`config.mk`:
```
export PLATFORM = sky130hd
export DESIGN_NAME = benes_cfg_loader
export DESIGN_NICKNAME = d
export VERILOG_FILES = /design/src/rtl/benes_pkg.sv /design/src/rtl/benes_cfg_loader.sv
export SDC_FILE = /design/constraint.sdc
export NUM_CORES = 1
export LEC_CHECK = 0
export BUFFER_PORTS_ARGS = -buffer_cell sky130_fd_sc_hd__buf_2
export CORE_ASPECT_RATIO = 1.25
export CORE_MARGIN = 4
export CORE_UTILIZATION = 31
export DETAILED_ROUTE_END_ITERATION = 7
export HOLD_SLACK_MARGIN = 0.15
export SYNTH_ARGS = -nofsm -noshare
export SYNTH_HDL_FRONTEND = slang
export SYNTH_SLANG_ARGS = --single-unit
```
`constraint.sdc`:
```
create_clock -name clk -period 1.3 [get_ports clk]
set_input_delay 0.065 -clock clk [delete_from_list [all_inputs] [get_ports clk]]
set_output_delay 0.065 -clock clk [all_outputs]
set_load 0.05 [all_outputs]
```
`src/rtl/benes_pkg.sv`:
```
// Shared constants and types for the 8x8 Benes network configuration path.
package benes_pkg;

    localparam int NUM_STAGES   = 5;
    localparam int SW_PER_STAGE = 4;
    localparam int IDX_W        = 3;

    typedef logic [SW_PER_STAGE-1:0] sw_word_t;

    typedef enum logic [1:0] {
        IDLE,
        LOAD,
        DRAIN,
        PEND
    } cfg_state_t;

endpackage

```
`src/rtl/benes_cfg_loader.sv`:
```
// Streams one control word per stage into a shadow frame.
// A complete frame is transferred atomically to switch_set on commit.
module benes_cfg_loader
    import benes_pkg::*;
(
    input  logic                                      clk,
    input  logic                                      rst_n,
    input  logic                                      cfg_valid,
    output logic                                      cfg_ready,
    input  logic [SW_PER_STAGE-1:0]                   cfg_data,
    input  logic                                      cfg_last,
    input  logic                                      commit_en,
    output logic [NUM_STAGES-1:0][SW_PER_STAGE-1:0]   switch_set,
    output logic                                      cfg_pending,
    output logic                                      cfg_applied,
    output logic                                      cfg_err
);

    localparam logic [IDX_W-1:0] LAST_IDX = IDX_W'(NUM_STAGES - 1);

    cfg_state_t state_q, state_d;
    logic [IDX_W-1:0] idx_q, idx_d;
    logic err_q, err_d;
    logic applied_q;
    logic run_q;
    logic accept;
    logic commit;
    logic shadow_we;
    sw_word_t shadow_q [NUM_STAGES];
    logic [NUM_STAGES-1:0][SW_PER_STAGE-1:0] switch_set_q;

    assign accept = cfg_valid && cfg_ready;

    // run_q keeps ready low throughout reset without a path from rst_n.
    always_ff @(posedge clk) begin
        if (!rst_n) begin
            state_q      <= IDLE;
            idx_q        <= '0;
            err_q        <= 1'b0;
            applied_q    <= 1'b0;
            run_q        <= 1'b0;
            switch_set_q <= '0;
        end else begin
            state_q   <= state_d;
            idx_q     <= idx_d;
            err_q     <= err_d;
            applied_q <= commit;
            run_q     <= 1'b1;
            if (commit) begin
                for (int k = 0; k < NUM_STAGES; k++) begin
                    switch_set_q[k] <= shadow_q[k];
                end
            end
        end
    end

    always_ff @(posedge clk) begin
        if (shadow_we) begin
            shadow_q[idx_q] <= cfg_data;
        end
    end

    always_comb begin
        state_d   = state_q;
        idx_d     = idx_q;
        err_d     = 1'b0;
        commit    = 1'b0;
        shadow_we = 1'b0;
        unique case (state_q)
            IDLE: begin
                idx_d = '0;
                if (accept) begin
                    shadow_we = 1'b1;
                    if (cfg_last && NUM_STAGES > 1) begin
                        err_d = 1'b1;
                    end else begin
                        idx_d   = IDX_W'(1);
                        state_d = LOAD;
                    end
                end
            end
            LOAD: begin
                if (accept) begin
                    shadow_we = 1'b1;
                    if (idx_q < LAST_IDX) begin
                        if (cfg_last) begin
                            err_d   = 1'b1;
                            idx_d   = '0;
                            state_d = IDLE;
                        end else begin
                            idx_d = idx_q + IDX_W'(1);
                        end
                    end else begin
                        idx_d   = '0;
                        state_d = cfg_last ? PEND : DRAIN;
                    end
                end
            end
            DRAIN: begin
                if (accept && cfg_last) begin
                    err_d   = 1'b1;
                    state_d = IDLE;
                end
            end
            PEND: begin
                if (commit_en) begin
                    commit  = 1'b1;
                    state_d = IDLE;
                end
            end
            default: state_d = IDLE;
        endcase
    end

    always_comb begin
        cfg_ready   = 1'b0;
        cfg_pending = 1'b0;
        if (run_q) begin
            cfg_ready   = (state_q != PEND);
            cfg_pending = (state_q == PEND);
        end
    end

    assign switch_set  = switch_set_q;
    assign cfg_applied = applied_q;
    assign cfg_err     = err_q;

endmodule

```
==> flow_metrics.env, run 1 <==
export IMPL_p_sw_mw=0.573
export IMPL_synth_edff_count=20
export IMPL_dr_total_vias=1299
export IMPL_cts_buffers=5
export IMPL_hold_path_class="input port to register"
export IMPL_ioPinCount=33
export IMPL_post_route_min_period_ns=1.24
export IMPL_setup_viol=0
export IMPL_antenna_found_initial=0
export IMPL_p_sw_share_pct=20.7
export IMPL_relSlewSlack_pct=83.2
export IMPL_ff_latch_area_mm2=0.00116
export IMPL_first_pass_iters=4
export IMPL_initial_utilization_pct=32.1
export IMPL_dp_hpwl_mm=2.52
export IMPL_powerDensity_mw_per_mm2=1220
export IMPL_routabilityCongestion=0.765
export IMPL_grt_pass1_wl_mm=5.77
export IMPL_grt_pass1_vias=1225
export IMPL_yosysTopAreaCell="edfxtp_1"
export IMPL_ys_seq_elements=48
export IMPL_timing_rr_start="state_q[1]"
export IMPL_power_frac_comb_pct=4.8
export IMPL_cp_max_fo=13
export IMPL_multi_input_area_um2=549
export IMPL_cts_root_buf="clkbuf_8"
export IMPL_crit_path_cell_trace="buf_6 > nor4b_4 > a32oi_1 > a311oi_1"
export IMPL_maxCapViolCount=0
export IMPL_status="finished, final reports clean"
export IMPL_die_x_um=75.4
export IMPL_yosys_warnings=0
export IMPL_worstSetupPathType="register to register"
export IMPL_synth_area_leaders="edfxtp_1, dfxtp_1, nand2_1"
export IMPL_area_delta_synth_final_pct=28.9
export IMPL_io_buffers=32
export IMPL_crit_slowest_cell="dfxtp_1"
export IMPL_worst_skew_pair_late_latency_ns=0.30
export IMPL_overflow=0
export IMPL_ys_flop_type="dfxtp_1"
export IMPL_worst_r2r_setup_slack_ns=0.06
export IMPL_worst_setup_path_end_kind="register"
export IMPL_skew_ns=0.0112
export IMPL_endpoint="idx_q[0]"
export IMPL_synth_distinct_cells=32
export IMPL_syn_nets=174
export IMPL_htreeDepth=2
export IMPL_num_nets_final=224
export IMPL_synthCells=164
export IMPL_clk_pin_slew_ns=0.08
export IMPL_die_h_um=92.3
export IMPL_synth_area_per_cell_um2=10.7
export IMPL_critical_path_startpoint="state_q[1]"
export IMPL_worstRegToRegCells=4
export IMPL_setup_tns_ns=0
export IMPL_clock_sinks=48
export IMPL_fillers=536
export IMPL_critPathRequiredTime_ns=1.50
export IMPL_slew_violations=0
export IMPL_timing_rr_end="idx_q[0]"
export IMPL_coreArea_mm2=0.00548
export IMPL_cts_tree="yes"
export IMPL_ir_worst_vdd_v=0.000634
export IMPL_row_count=30
export IMPL_arrival_ns=1.44
export IMPL_drt_iter0_markers=63
export IMPL_ys_seq_area_share_pct=65.9
export IMPL_vias_per_cell=4.66
export IMPL_rsz0062_at_grt="yes"
export IMPL_synth_commonest_cells="nand2_1, dfxtp_1, a21oi_1, edfxtp_1"
export IMPL_clock_path_buffers=2
export IMPL_wirelength_mm=3.48
export IMPL_hold_viol=0
export IMPL_seqPwrFrac_pct=57.7
export IMPL_track_usage_pct=10.9
export IMPL_fmax_ghz=0.804
export IMPL_internal_power_mw=2.19
export IMPL_num_antenna_cells=0
export IMPL_start_kind="register"
export IMPL_finalCritPeriodShare_pct=95.7
export IMPL_wl_per_cell_um=12.5
export IMPL_cp_slowest_stage_delay_ns=0.32
export IMPL_synth_most_common_cell="nand2_1"
export IMPL_ys_async_sr_fraction_pct=0
export IMPL_design_area_mm2=0.00227
export IMPL_placed_area_mm2=0.00205
export IMPL_die_area_mm2=0.00696
export IMPL_syn_cell_area_mm2=0.00176
export IMPL_drc_errors=0
export IMPL_p_leak_nw=0.873
export IMPL_clkPwrFrac_pct=37.6
export IMPL_antenna_left=0
export IMPL_drive_above_1_share_pct=27.9
export IMPL_grt_max_degree=22
export IMPL_synth_top_area_share_pct=34.1
export IMPL_worst_pin_slew_ns=0.251
-- through the flow --
step	total power [mW]	std cells	hold slack, ns	setup WS (ns)	utilization (%)
floorplan	1.69	164	0.0927	0.0177	-
global placement	1.75	262	0.219	0.0756	37.5
detailed placement	1.75	262	0.220	0.0255	37.5
CTS	2.80	277	0.216	0.0133	40.9
global route	2.89	279	0.234	-0.0408	41.4
finish	2.77	279	0.221	0.0561	41.4
-- routing by layer --
metal	vias up	GRT usage (%)	share of wire [%]
li1	666	-	-
met1	600	13.3	45
met2	29	17.3	48
met3	4	3.73	5.4
met4	0	3.94	1.7
met5	-	0	0
-- worst max-delay path, delay by kind of cell (launching register included) --
| kind | cells | cell delay (ns) |
|---|---|---|
| AO/OA/AOI/OAI | 2 | 0.37 |
| flip-flops | 1 | 0.32 |
| AND/OR/NAND/NOR | 1 | 0.32 |
| buffers and inverters | 1 | 0.15 |
-- power groups by stage --
stage	Sequential (mW)	Combinational (mW)	Clock [mW]
floorplan	1.63	0.0639	0
global placement	1.63	0.116	0
detailed placement	1.63	0.117	0
CTS	1.60	0.133	1.08
global route	1.60	0.147	1.15
finish	1.60	0.132	1.04
-- cell type report --
| type | count | share of cell area [%] |
|---|---|---|
| clock buffer | 7 | 4.74 |
| clock inverter | 1 | 0.386 |
| inverter | 3 | 0.496 |
| multi-input combinational | 104 | 24.2 |
| sequential | 48 | 51.3 |
| tap | 64 | 3.53 |
| timing repair buffer | 52 | 15.4 |
-- kinds of logic after synthesis --
kind of cell,Yosys count,share of synthesized area [%]
compound gates,36,11.9
fa+ha+maj,1,0.710
buf+inv,12,3.34
flops,48,65.9
simple gates,67,18.1
-- sequential cells by signal (all words and copies together) (netlist names) --
name and count:
shadow_q 20, switch_set 20, idx_q 3, state_q 2, cfg_applied 1, cfg_err 1, run_q 1
-- cells in the final DEF, fill, tap and decap left out, types with 2 or more instances in the layout --
master,n
edfxtp_1,20
and3_1,3
buf_2,30
nand2_1,45
o21ai_0,3
inv_1,2
buf_4,12
nand3_1,3
dlygate4sd3_1,7
nor3_1,2
clkbuf_8,6
a21oi_1,24
nor2_1,3
nand4_1,2
dfxtp_1,27
-- worst min-delay path by stage --
| stage | slack (ns) | start | depth (start not counted) | end |
|---|---|---|---|---|
| finish | 0.22 | cfg_valid | 4 | cfg_err |
| global route | 0.23 | cfg_valid | 4 | cfg_err |
| CTS | 0.22 | cfg_valid | 4 | cfg_err |
| detailed placement | 0.22 | rst_n | 1 | run_q |
| global placement | 0.22 | rst_n | 1 | run_q |
| floorplan | 0.09 | rst_n | 0 | run_q |
-- timing repair --
action | 4_1_cts | 5_1_grt
resized for setup | 2 | 5
endpoints found under the setup margin | 2 | 8
buffers inserted | 0 | 2
pin swaps | 0 | 2
hold buffers | 7 | 0
hold endpoints to repair | 27 | 0
Power figures use the tool's default switching activity.
==> run 2: changes to the inputs <==
--- a/config.mk
+++ b/config.mk
@@ -5,11 +5,11 @@
 export SDC_FILE = /design/constraint.sdc
 export NUM_CORES = 1
 export LEC_CHECK = 0
-export BUFFER_PORTS_ARGS = -buffer_cell sky130_fd_sc_hd__buf_2
 export CORE_ASPECT_RATIO = 1.25
 export CORE_MARGIN = 4
 export CORE_UTILIZATION = 31
 export DETAILED_ROUTE_END_ITERATION = 7
+export DONT_BUFFER_PORTS = 1
 export HOLD_SLACK_MARGIN = 0.15
 export SYNTH_ARGS = -nofsm -noshare
 export SYNTH_HDL_FRONTEND = slang
==> run 2 against run 1 <==
  * Clock skew is 0.0044 ns lower
  * Cell area up 0.61%
  * Sequential share of layout area shrank 0.25 points
  * Flip-flop and latch count is the same
  * Combinational power shrank 11%
  * Critical endpoint is now shadow_q[3][1]
  * Highest routed layer unchanged
==> flow_metrics.env, run 2 (same netlist as run 1, synthesis figures left out) <==
export IMPL_status="finished, final reports clean"
export IMPL_cp_max_fo=4
export IMPL_num_nets_final=213
export IMPL_wirelength_mm=3.44
export IMPL_antenna_found_initial=0
export IMPL_die_area_mm2=0.00696
export IMPL_die_h_um=92.3
export IMPL_cts_buffers=5
export IMPL_area_delta_synth_final_pct=29.7
export IMPL_finalCritPeriodShare_pct=95.5
export IMPL_cts_root_buf="clkbuf_8"
export IMPL_ioPinCount=33
export IMPL_setup_tns_ns=0
export IMPL_htreeDepth=2
export IMPL_die_x_um=75.4
export IMPL_arrival_ns=1.23
export IMPL_hold_path_class="input port to register"
export IMPL_grt_pass1_vias=1190
export IMPL_clock_path_buffers=2
export IMPL_hold_viol=0
export IMPL_worst_pin_slew_ns=0.489
export IMPL_ir_worst_vdd_v=0.000327
export IMPL_vias_per_cell=4.73
export IMPL_dp_hpwl_mm=2.45
export IMPL_clk_pin_slew_ns=0.08
export IMPL_coreArea_mm2=0.00548
export IMPL_p_leak_nw=0.822
export IMPL_grt_pass1_wl_mm=5.70
export IMPL_start_kind="register"
export IMPL_drive_above_1_share_pct=24.0
export IMPL_post_route_min_period_ns=1.24
export IMPL_routabilityCongestion=0.771
export IMPL_layout_commonest_cell="nand2_1"
export IMPL_rsz0062_at_grt="yes"
export IMPL_io_buffers=0
export IMPL_worst_skew_pair_late_latency_ns=0.30
export IMPL_powerDensity_mw_per_mm2=1180
export IMPL_antenna_left=0
export IMPL_cts_tree="yes"
export IMPL_setup_viol=0
export IMPL_dr_total_vias=1267
export IMPL_power_mw=2.70
export IMPL_worst_setup_path_end_kind="register"
export IMPL_maxCapViolCount=0
export IMPL_worstSetupPathType="register to register"
export IMPL_final_cell_mix="nand2_1, buf_4, dfxtp_1"
export IMPL_num_antenna_cells=0
export IMPL_fmax_ghz=0.806
export IMPL_wl_per_cell_um=12.8
export IMPL_relSlewSlack_pct=67.3
export IMPL_row_count=30
export IMPL_drt_iter0_markers=105
export IMPL_grt_max_degree=22
export IMPL_first_pass_iters=4
export IMPL_clock_sinks=48
export IMPL_critPathRequiredTime_ns=1.29
export IMPL_drc_errors=0
export IMPL_initial_utilization_pct=32.1
export IMPL_overflow=0
export IMPL_track_usage_pct=10.7
export IMPL_slew_violations=0
export IMPL_skew_ns=0.00679
-- run 2: cell types whose count changed in the layout (fill, tap and decap cells not counted), sizes merged --
cell	delta
buf	-11
clkinv	-1
dlygate4sd3	+1
clkinvlp	+2
clkbuf	-2
-- run 2: power by group --
part,switching [mW],internal [mW],total (mW)
Combinational,0.0645,0.0536,0.118
Sequential,0.0175,1.58,1.60
Clock,0.485,0.492,0.977
Total,0.567,2.13,2.70
-- run 2: area by class of cell --
type	instances	area, µm²
inverter	3	15.0
clock buffer	6	93.8
sequential	48	1170
fill	530	3200
clock inverter	2	12.5
tap	64	80.1
multi-input combinational	104	548
timing repair buffer	41	369
-- run 2: timing repair --
item	4_1_cts	5_1_grt
resized for setup	2	4
hold buffers	8	0
pin swaps	0	2
setup buffers	0	2
hold endpoints to repair	33	0
endpoints found under the setup margin	2	7
-- run 2: per-layer routing --
layer / part of all wire, % / vias up / GRT usage (%)
met5: 0 / - / 0
met4: 1.9 / 0 / 4.81
met3: 7.7 / 6 / 3.84
met2: 47 / 33 / 16.1
met1: 44 / 578 / 13.6
li1: - / 650 / -
-- run 2: stage by stage --
step                      cells  hold WS (ns)  utilization [%]  worst slack (ns)  area (µm²)
after floorplan             164        0.0927                -            0.0177        1770
after global placement      250        0.0931             37.7            0.0761        2070
after detailed placement    250        0.0931             37.7            0.0267        2070
after CTS                   266         0.159             41.2           0.00589        2260
after global routing        268         0.225             41.7           -0.0241        2280
final                       268         0.177             41.7            0.0590        2280
-- run 2: path summary, 6_finish.rpt --
kind	start	to	slack, ns	cells after the start
setup / recovery	state_q[1]	shadow_q[3][1]	0.06	2
hold / removal	commit_en	cfg_applied	0.18	3
setup reg to reg	state_q[1]	shadow_q[3][1]	0.06	2
hold reg to reg	switch_set[0]	switch_set[0]	0.46	2
-- run 2: critical path: stages, from the launching register on --
cell	delay, ns
dfxtp_2	0.33
and4bb_2	0.32
and3_1	0.29
